$ cat src/rtl/relay_station_sink.sv
// FWFT read-side consumer: converts empty_n/read/dout into a registered valid/ready stream
// through a two-entry skid buffer. Define RELAY_STATION_SINK_STATS_EN for beat/stall/starve counters.
module relay_station_sink #(
  parameter int DATA_WIDTH = 32,
  parameter int CNT_WIDTH  = 32
) (
  input  logic                  clk,
  input  logic                  reset,
  input  logic                  if_empty_n,
  input  logic [DATA_WIDTH-1:0] if_dout,
  output logic                  if_read,
  output logic                  if_read_ce,
  output logic                  m_valid,
  input  logic                  m_ready,
  output logic [DATA_WIDTH-1:0] m_data,
  output logic [1:0]            occupancy
`ifdef RELAY_STATION_SINK_STATS_EN
  ,
  output logic [CNT_WIDTH-1:0]  stat_beats,
  output logic [CNT_WIDTH-1:0]  stat_stalls,
  output logic [CNT_WIDTH-1:0]  stat_starve
`endif
);

  typedef enum logic [1:0] {
    EMPTY = 2'd0,
    ONE   = 2'd1,
    FULL  = 2'd2
  } state_t;

  state_t                state, state_nx;
  logic [DATA_WIDTH-1:0] skid;
  logic                  pop, take;

  assign pop        = if_empty_n & if_read;
  assign take       = m_valid & m_ready;
  assign if_read_ce = 1'b1;

  always_comb begin
    state_nx = state;
    case (state)
      EMPTY: if (pop) state_nx = ONE;
      ONE: begin
        if (pop && !take)      state_nx = FULL;
        else if (!pop && take) state_nx = EMPTY;
      end
      FULL:    if (take) state_nx = ONE;
      default: state_nx = EMPTY;
    endcase
  end

  // if_read is derived from the next state only, so m_ready never reaches it combinationally
  always_ff @(posedge clk or negedge reset) begin
    if (!reset) begin
      state     <= EMPTY;
      if_read   <= 1'b0;
      m_valid   <= 1'b0;
      m_data    <= '0;
      skid      <= '0;
      occupancy <= 2'd0;
    end else begin
      state     <= state_nx;
      if_read   <= (state_nx != FULL);
      m_valid   <= (state_nx != EMPTY);
      occupancy <= state_nx;
      case (state)
        EMPTY: if (pop) m_data <= if_dout;
        ONE: begin
          if (pop && take) m_data <= if_dout;
          else if (pop)    skid   <= if_dout;
        end
        FULL:    if (take) m_data <= skid;
        default: ;
      endcase
    end
  end

`ifdef RELAY_STATION_SINK_STATS_EN
  always_ff @(posedge clk or negedge reset) begin
    if (!reset) begin
      stat_beats  <= '0;
      stat_stalls <= '0;
      stat_starve <= '0;
    end else begin
      if (take)                    stat_beats  <= stat_beats + CNT_WIDTH'(1);
      if (m_valid && !m_ready)     stat_stalls <= stat_stalls + CNT_WIDTH'(1);
      if (!m_valid && !if_empty_n) stat_starve <= stat_starve + CNT_WIDTH'(1);
    end
  end
`else
  // CNT_WIDTH only sizes the statistics counters; nothing to build without them
  if (CNT_WIDTH < 1) begin : g_no_stats
  end
`endif

endmodule
$ cat config.mk
export PLATFORM = sky130hd
export DESIGN_NAME = relay_station_sink
export DESIGN_NICKNAME = d
export VERILOG_FILES = /design/src/rtl/relay_station_sink.sv
export SDC_FILE = /design/constraint.sdc
export NUM_CORES = 1
export LEC_CHECK = 0
export ABC_AREA = 1
export BUFFER_PORTS_ARGS = -buffer_cell sky130_fd_sc_hd__buf_2
export CORE_MARGIN = 2
export CORE_UTILIZATION = 55
export DETAILED_ROUTE_END_ITERATION = 8
export GPL_ROUTABILITY_DRIVEN = 0
export PLACE_DENSITY_LB_ADDON = 0.3
export SYNTH_ARGS = -nofsm -noshare
export SYNTH_HDL_FRONTEND = slang
export SYNTH_SLANG_ARGS = --single-unit
$ cat constraint.sdc
create_clock -name clk -period 2.6 [get_ports clk]
set_input_delay 0.13 -clock clk [delete_from_list [all_inputs] [get_ports clk]]
set_output_delay 0.13 -clock clk [all_outputs]
set_load 0.03 [all_outputs]
# Word level (Yosys, flattened, before mapping)
# Index checks and enable logic that the tools add are counted.
[totals] out_inout_bits=37 register_bits=68
[classes] n_eq_ne=6 n_reduce_logical=10 mux=9 n_bitwise=3
[ops] operator="32-bit 2-to-1 mux" n=3
[ops] operator="32-bit case mux with 3 select lines" n=1
[ops] operator="2-bit 2-to-1 mux" n=4
[ops] operator="2-bit != test (second input constant)" n=4
[ops] operator="2-bit case mux with 3 select lines" n=1
[ops] operator="4-bit AND reduction" n=1
[ops] operator="1-bit logical AND" n=3
[ops] operator="3-bit AND reduction" n=1
[ops] operator="3-bit nonzero test" n=1
[ops] operator="1-bit bitwise AND" n=2
[ops] operator="2-bit by 1-bit == test with 1-bit output (second input constant)" n=1
[ops] operator="2-bit == test (second input constant)" n=1
[ops] operator="1-bit zero test" n=2
[ops] operator="2-bit zero test" n=1
[ops] operator="2-bit nonzero test" n=1
[ops] operator="1-bit inverter" n=1

# Longest topological paths before layout
# Gate-level depths: netlist of the first run.
[depth] ltp_word=7 ltp_mapped=8 depth_no_buf=6

# Least setup slack after synthesis of the first run
# No wires, ideal clock.
[synth_path] path_type="register to register" startpoint="register state[1]" endpoint="register m_data[10]" path_buffers=2 required_ns=2.483 stages_incl_launch_ff=9 arrival_time_ns=1.355 setup_slack_ns=1.128 path_cell_list="dfrtp_1 -> buf_4 -> inv_1 -> nand3_2 -> nand2_2 -> nand2_2 -> buf_4 -> nand2_1 -> nand2_1"
[synth_between] elab_chain_len=3
[synth_rtl] item="from (decl)" line_no="31" source="state_t state, state_nx;"
[synth_rtl] item="from (signal assigned)" line_no="62" source="state <= state_nx;"
[synth_rtl] item="2-bit by 1-bit == test with 1-bit output, or another cell as far along" line_no="66" source="case (state)"
[synth_rtl] item="2-bit != test (no line) or 3-bit nonzero test (tied branches)"
[synth_rtl] item="4-bit AND reduction (no line)"
[synth_rtl] item="to (signal assigned)" line_no="67" source="EMPTY: if (pop) m_data <= if_dout;"
[synth_rtl] item="to (signal assigned)" line_no="69" source="if (pop && take) m_data <= if_dout;"
[synth_rtl] item="to (signal assigned)" line_no="72" source="FULL: if (take) m_data <= skid;"
[synth_rtl] item="to (decl)" line_no="15" source="output logic [DATA_WIDTH-1:0] m_data,"
# Parallel ways exist; a longest one is shown, timed or not.
# A chain may end at the register's enable or synchronous reset.

# Worst setup path in the final report of the first run
[layout_path] startpoint="register state[1]" endpoint="register m_data[1]"
# Same word-level chain as after synthesis.

==> flow_summary.yaml, run 1 <==
run_status:
  status: "finished clean"
die:
  floorplan.die_area_um2: 6340
  placeableCoreArea_um2: 5510
  num_io_pins: 73
  chip_width_um: 79.6
  floorplan.initialDensity_pct: 57.1
  num_rows: 27
  die_height_um: 79.6
critical_path:
  crit_buf_inv: 1
  worstSetupEndpointType: "register"
  crit_start: "state[1]"
  crit_required_ps: 2880
  worst_path_max_delay_cell: "sky130_fd_sc_hd__dfrtp_1"
  start_kind: "register"
  path_class: "reg -> reg"
  worst_ep_arrival_time_ps: 2250
  critical_path.max_stage_delay_ps: 660
  timing.critical_path.cells: "inv_1 -> nand3_2 -> nand2_2 -> nand2_2 -> nand2_1 -> nand2_1"
  worstPathMaxFanout: 33
  reg2reg_from: "state[1]"
  cp_top_delay_family: "simple AND/OR/NAND/NOR gates"
clocking:
  cts-root-to-sink-buffers: 2
  cts.root.buffer_cell: "sky130_fd_sc_hd__clkbuf_8"
  tritoncts: "done"
  postCtsSetupRepairBufs: 0
  cts_hold_buf: 2
  worstSkewPairLatency_ps: 340
  cts_bufs_inserted: 9
  cts.sinks: 68
  cts_htree_levels: 3
  clkTransAtPathRegs_ps: 60
  cts_resized: 0
global_route:
  globalRouteTotalUtil_pct: 27.3
  globalRoute.totalOverflow: 0
  grt_start_max_net_pins: 34
  antenna_found_initial: 0
  grt_first_pass_wirelength_um: 13200
  vias_in_the_first_global_route: 2789
power_and_ir_drop:
  sequentialPowerShare_pct: 37.3
  static-leakage-power_nw: 2.08
  p_int_mw: 2.57
  power_share_of_the_combinational_group_pct: 48.5
  power.total_mw: 4.91
  worst_ir_drop_vdd_mv: 0.713
  power.switching_fraction_pct: 47.7
  netSwitchingPower_mw: 2.34
  cellPowerDensity_nw_per_um2: 1330
  power.clock.fraction_pct: 14.3
timing:
  tightestPinTransition_ps: 660
  drv_slew: 0
  final.setup.tns_ps: 0
  final.min_clock_period_ps: 1980
  finalCritPeriodShare_pct: 76.1
  setup_skew_ps: 4.42
  highest_attainable_clock_frequency_ghz: 0.505
  slew-limit-headroom_pct: 55.8
  final.hold.worst_slack_ps: 7.80
  hold_violations: 0
  rsz0062_at_grt: "false"
  setup-violations-final: 0
detailed_routing:
  drt_wl_total_um: 7730
  detail_route.drc_violations: 0
  dr.first_iter.drc_count: 350
  vias: 2906
  firstDrtPassIters: 4
  route.detailed.wl_per_inst_um: 14.3
  antenna_left: 0
  drt-vias-per-instance: 5.37
finish:
  drive_above_1_share_pct: 21.1
  post_layout_inst_area_um2: 3690
  area_growth_pct: 17.3
  post-route-util_pct: 67.0
  count_of_fill_cells_added_during_filler_insertion: 485
  antennaDiodeCount: 0
  layout.nets: 504
synth:
  async_flop_share_pct: 100
  ys.warnings.count: 0
  post_synth_num_cell_types: 18
  flip_flop_and_latch_count_after_synthesis: 68
  sequential_cell_area_fraction_in_the_yosys_report_pct: 54.1
  yosys_most_used_dff: "sky130_fd_sc_hd__dfrtp_1"
  syn_std_cell_area_um2: 3150
  synthesized_area_fraction_occupied_by_xor_and_xnor_cells_pct: 0
  synth_top_cells_by_count: "195 x sky130_fd_sc_hd__nand2_1, 68 x sky130_fd_sc_hd__dfrtp_1, 65 x sky130_fd_sc_hd__nand3_1"
  synth-compound-area-share_pct: 5.93
  largest_family_of_logic_cells_by_synthesized_area: "simple AND/OR/NAND/NOR gates"
  adder_and_majority_cell_fraction_of_the_synthesized_area_pct: 0
  synthTopCellsByArea: "sky130_fd_sc_hd__dfrtp_1 54%, sky130_fd_sc_hd__nand2_1 23%, sky130_fd_sc_hd__nand3_1 10%, sky130_fd_sc_hd__o21ai_0 4.9%, sky130_fd_sc_hd__buf_4 1.9%"
  synth_mux_area_share_pct: 0
  yosys.area.top_type_share_pct: 54.1
  synth-edff-count: 0
  yosys.area_share.simple_pct: 34.7
  post-synth-top-count-cell: "sky130_fd_sc_hd__nand2_1"
  yosysTopAreaCell: "sky130_fd_sc_hd__dfrtp_1"
  synthCells: 402
  postSynthNetCount: 438
  mean_instance_size_in_the_synthesized_netlist_um2: 7.82
min_path:
  hold_wc_startpoint: "if_dout[26]"
  hold_path.class: "in -> reg"
place:
  buffer_ports.inserted: 71
  dpl-instance-area_um2: 3520
  hpwlAfterDp_um: 5040
run:
  timing.max_cap.violations: 0
## layer usage
metal / track usage [%] / wire (um) / up-vias
li1: - / - / 1413
met1: 37.2 / 3350 / 1375
met2: 41.8 / 3660 / 110
met3: 7.69 / 627 / 8
met4: 10.0 / 87 / 0
met5: 0 / 0 / -
## layout make-up
class / count / area, um^2 / area share, %
Tap cell: 72 / 90.1 / 2.44
Sequential cell: 68 / 1700 / 46.1
Inverter: 3 / 11.3 / 0.305
Clock buffer: 12 / 145 / 3.93
Timing Repair Buffer: 84 / 458 / 12.4
Multi-Input combinational cell: 302 / 1280 / 34.8
## path summary, 6_finish.rpt
check                                  end  slack, ps  depth (start not counted)
min in group asynchronous          skid[7]        270                          2
worst max-delay path             m_data[1]        620                          6
worst min-delay path              skid[26]          8                          3
max in group asynchronous          skid[9]       1590                          3
worst min register to register  m_data[15]        480                          2
worst max register to register   m_data[1]        620                          6
## cell usage in the layout, fill, tap and decap left out, types with 2 or more instances in the layout
cell,Yosys,routed
sky130_fd_sc_hd__dlygate4sd3_1,0,2
sky130_fd_sc_hd__dfrtp_1,68,68
sky130_fd_sc_hd__nand2_2,3,3
sky130_fd_sc_hd__buf_4,8,11
sky130_fd_sc_hd__buf_2,9,71
sky130_fd_sc_hd__nand3_1,65,65
sky130_fd_sc_hd__o21ai_0,31,31
sky130_fd_sc_hd__inv_1,2,2
sky130_fd_sc_hd__a21oi_1,2,2
sky130_fd_sc_hd__nand2_1,195,195
sky130_fd_sc_hd__clkbuf_8,0,10
sky130_fd_sc_hd__clkbuf_1,10,2
## kinds of logic after synthesis
group           Yosys count
flops                    68
buf+inv                  32
compound gates           36
simple gates            265
other cells               1
## sequential cells by signal (all words and copies together), names as in the netlist
| name | cells |
|---|---|
| skid | 32 |
| m_valid | 1 |
| if_read | 1 |
| state | 2 |
| m_data | 32 |
## power by group through the flow
stage | registers, mW | clock network [mW] | logic, mW
5_1_grt | 1.89 | 0.773 | 2.65
3_3_place_gp | 1.82 | 0 | 2.31
4_1_cts | 1.83 | 0.720 | 2.39
3_5_place_dp | 1.84 | 0 | 2.37
2_1_floorplan | 2.30 | 0 | 1.26
6_report | 1.83 | 0.702 | 2.38
## worst reg2reg max path, delay by kind of cell (launching register included)
kind                   cells  cell delay [ps]
and+or+nand+nor            5             1160
DFF                        1              660
buffers and inverters      1              110
## through the flow
stage          setup WS [ps]  instances
3_5_place_dp             650        527
5_1_grt                  426        541
3_3_place_gp             780        527
4_1_cts                  639        541
2_1_floorplan           1130        402
6_report                 621        541
No activity file was read; power rests on OpenSTA's default activity.
==> run 2, diff against run 1 <==
--- a/config.mk
+++ b/config.mk
@@ -8,7 +8,7 @@
 export ABC_AREA = 1
 export BUFFER_PORTS_ARGS = -buffer_cell sky130_fd_sc_hd__buf_2
 export CORE_MARGIN = 2
-export CORE_UTILIZATION = 55
+export CORE_UTILIZATION = 48
 export DETAILED_ROUTE_END_ITERATION = 8
 export GPL_ROUTABILITY_DRIVEN = 0
 export PLACE_DENSITY_LB_ADDON = 0.3
==> constraint.sdc (replaced) <==
create_clock -name clk -period 1.6 [get_ports clk]
set_input_delay 0.08 -clock clk [delete_from_list [all_inputs] [get_ports clk]]
set_output_delay 0.08 -clock clk [all_outputs]
set_load 0.03 [all_outputs]
==> run 2 against run 1 <==
Sequential power grew 61%; count of clock-buffer cells in the layout shrank 1; register-to-register slack lost 350 ps; power grew 76%; clock skew grew 1.3 ps; combinational power grew 71%; flip-flop and latch count is the same.
==> flow_summary.yaml, run 2 (synthesis results as in run 1) <==
clocking:
  cts_bufs_inserted: 9
  cts_htree_levels: 3
  clkTransAtPathRegs_ps: 80
  cts_resized: 0
  cts-root-to-sink-buffers: 2
  postCtsSetupRepairBufs: 0
  cts.root.buffer_cell: "sky130_fd_sc_hd__clkbuf_8"
  cts_hold_buf: 33
  worstSkewPairLatency_ps: 350
  cts.sinks: 68
  tritoncts: "done"
min_path:
  whs_endpoint: "state[0]"
  hold_wc_startpoint: "if_empty_n"
  worst_hold_path.num_cells: 4
  hold_path.class: "in -> reg"
die:
  floorplan.initialDensity_pct: 49.5
  floorplan.die_area_um2: 7220
  num_io_pins: 73
  chip_width_um: 85.0
  die_height_um: 85.0
  num_rows: 29
  placeableCoreArea_um2: 6350
timing:
  finalCritPeriodShare_pct: 83.1
  final.setup.tns_ps: 0
  setup-violations-final: 0
  final.min_clock_period_ps: 1330
  final.hold.worst_slack_ps: 92.2
  rsz0062_at_grt: "false"
  drv_slew: 0
  hold_violations: 0
  highest_attainable_clock_frequency_ghz: 0.752
  setup_skew_ps: 5.69
  slew-limit-headroom_pct: 66.1
  tightestPinTransition_ps: 508
critical_path:
  worst_ep_arrival_time_ps: 1620
  worst-r2r-cell-count: 7
  worstPathMaxFanout: 33
  crit_required_ps: 1890
  start_kind: "register"
  r2r_setup_slack_ps: 270
  worstSetupEndpointType: "register"
  reg2reg_from: "state[0]"
  crit-reg2reg-capture: "m_data[3]"
  path_class: "reg -> reg"
global_route:
  antenna_found_initial: 0
  globalRouteTotalUtil_pct: 24.3
  vias_in_the_first_global_route: 3013
  grt_first_pass_wirelength_um: 14000
  globalRoute.totalOverflow: 0
  grt_start_max_net_pins: 41
place:
  buffer_ports.inserted: 71
  dpl-instance-area_um2: 3590
  hpwlAfterDp_um: 5110
  dp.cells: 540
power_and_ir_drop:
  static-leakage-power_nw: 2.30
  cellPowerDensity_nw_per_um2: 2080
  netSwitchingPower_mw: 3.92
  sequentialPowerShare_pct: 33.9
  worst_ir_drop_vdd_mv: 1.15
  power_share_of_the_combinational_group_pct: 47.1
  power.switching_fraction_pct: 45.3
  power.clock.fraction_pct: 19.0
  p_int_mw: 4.73
run:
  timing.max_cap.violations: 0
finish:
  post-route-util_pct: 65.5
  layout_top_registers: "m_data x32, skid x32, state x2"
  layout.nets: 543
  most_frequent_standard_cell_in_the_layout_excluding_fill_and_tap_cells: "sky130_fd_sc_hd__nand2_1"
  drive_above_1_share_pct: 22.1
  post_layout_inst_area_um2: 4160
  count_of_fill_cells_added_during_filler_insertion: 543
  area_growth_pct: 32.1
  antennaDiodeCount: 0
  finish.cell_count_without_fillers: 589
  mostFrequentLayoutCells: "195 x sky130_fd_sc_hd__nand2_1, 70 x sky130_fd_sc_hd__buf_2, 68 x sky130_fd_sc_hd__dfrtp_1, 65 x sky130_fd_sc_hd__nand3_1, 33 x sky130_fd_sc_hd__dlygate4sd3_1"
detailed_routing:
  detail_route.drc_violations: 0
  route.detailed.wl_per_inst_um: 13.5
  antenna_left: 0
  drt-vias-per-instance: 5.15
  vias: 3031
  firstDrtPassIters: 4
  drt_wl_total_um: 7960
  dr.first_iter.drc_count: 263
run_status:
  status: "finished clean"
==> run 2: changes by cell type in the layout (fill, tap and decap cells not counted), sizes merged <==
cell	before	now
inv	3	4
clkinv	0	2
bufinv	0	2
buf	82	90
dlygate4sd3	2	33
clkbuf	12	11
==> run 2: worst max-delay path by stage <==
stage,slack (ps),start,depth (start not counted),endpoint
after floorplan,130,state[1],8,m_data[10]
after global placement,340,state[1],7,m_data[22]
after detailed placement,300,state[0],7,m_data[3]
after CTS,270,state[1],2,occupancy[1]
after global routing,110,state[1],7,m_data[16]
final,270,state[0],7,m_data[3]
==> run 2: power by group through the flow <==
stage	Clock, mW	Combinational, mW	Sequential (mW)
after detailed placement	0	4.00	2.96
after global routing	1.74	4.57	3.05
after global placement	0	3.92	2.94
final	1.64	4.08	2.94
after floorplan	0	2.05	3.74
after CTS	1.67	4.08	2.93
==> run 2: final cells by class <==
| class | instances | area, um^2 | share of cell area, % |
|---|---|---|---|
| Multi-Input combinational cell | 302 | 1280 | 30.9 |
| Timing Repair Buffer | 123 | 831 | 20.0 |
| Tap cell | 77 | 96.3 | 2.32 |
| Clock inverter | 5 | 82.6 | 1.99 |
| Clock buffer | 11 | 151 | 3.64 |
| Sequential cell | 68 | 1700 | 40.9 |
| Inverter | 3 | 11.3 | 0.271 |
==> run 2: through the flow <==
step | power (mW) | worst slack (ps)
after global routing | 9.36 | 111
after floorplan | 5.79 | 128
after CTS | 8.68 | 271
after global placement | 6.86 | 340
after detailed placement | 6.96 | 302
final | 8.65 | 270
==> run 2: critical path, cell delays in order, from the launching register on <==
cell and delay [ps]:
sky130_fd_sc_hd__dfrtp_1 460, sky130_fd_sc_hd__inv_2 80, sky130_fd_sc_hd__nand2_2 90, sky130_fd_sc_hd__nand2_2 70, sky130_fd_sc_hd__nand2_2 50, sky130_fd_sc_hd__buf_4 320, sky130_fd_sc_hd__nand2_1 100, sky130_fd_sc_hd__nand2_1 90
==> run 2: routing by layer <==
| metal | vias to the layer above | global-route usage (%) | wire length [um] |
|---|---|---|---|
| li1 | 1497 | - | - |
| met1 | 1414 | 32.6 | 3460 |
| met2 | 110 | 39.3 | 3860 |
| met3 | 10 | 5.25 | 521 |
| met4 | 0 | 8.80 | 114 |
| met5 | - | 0 | 0 |
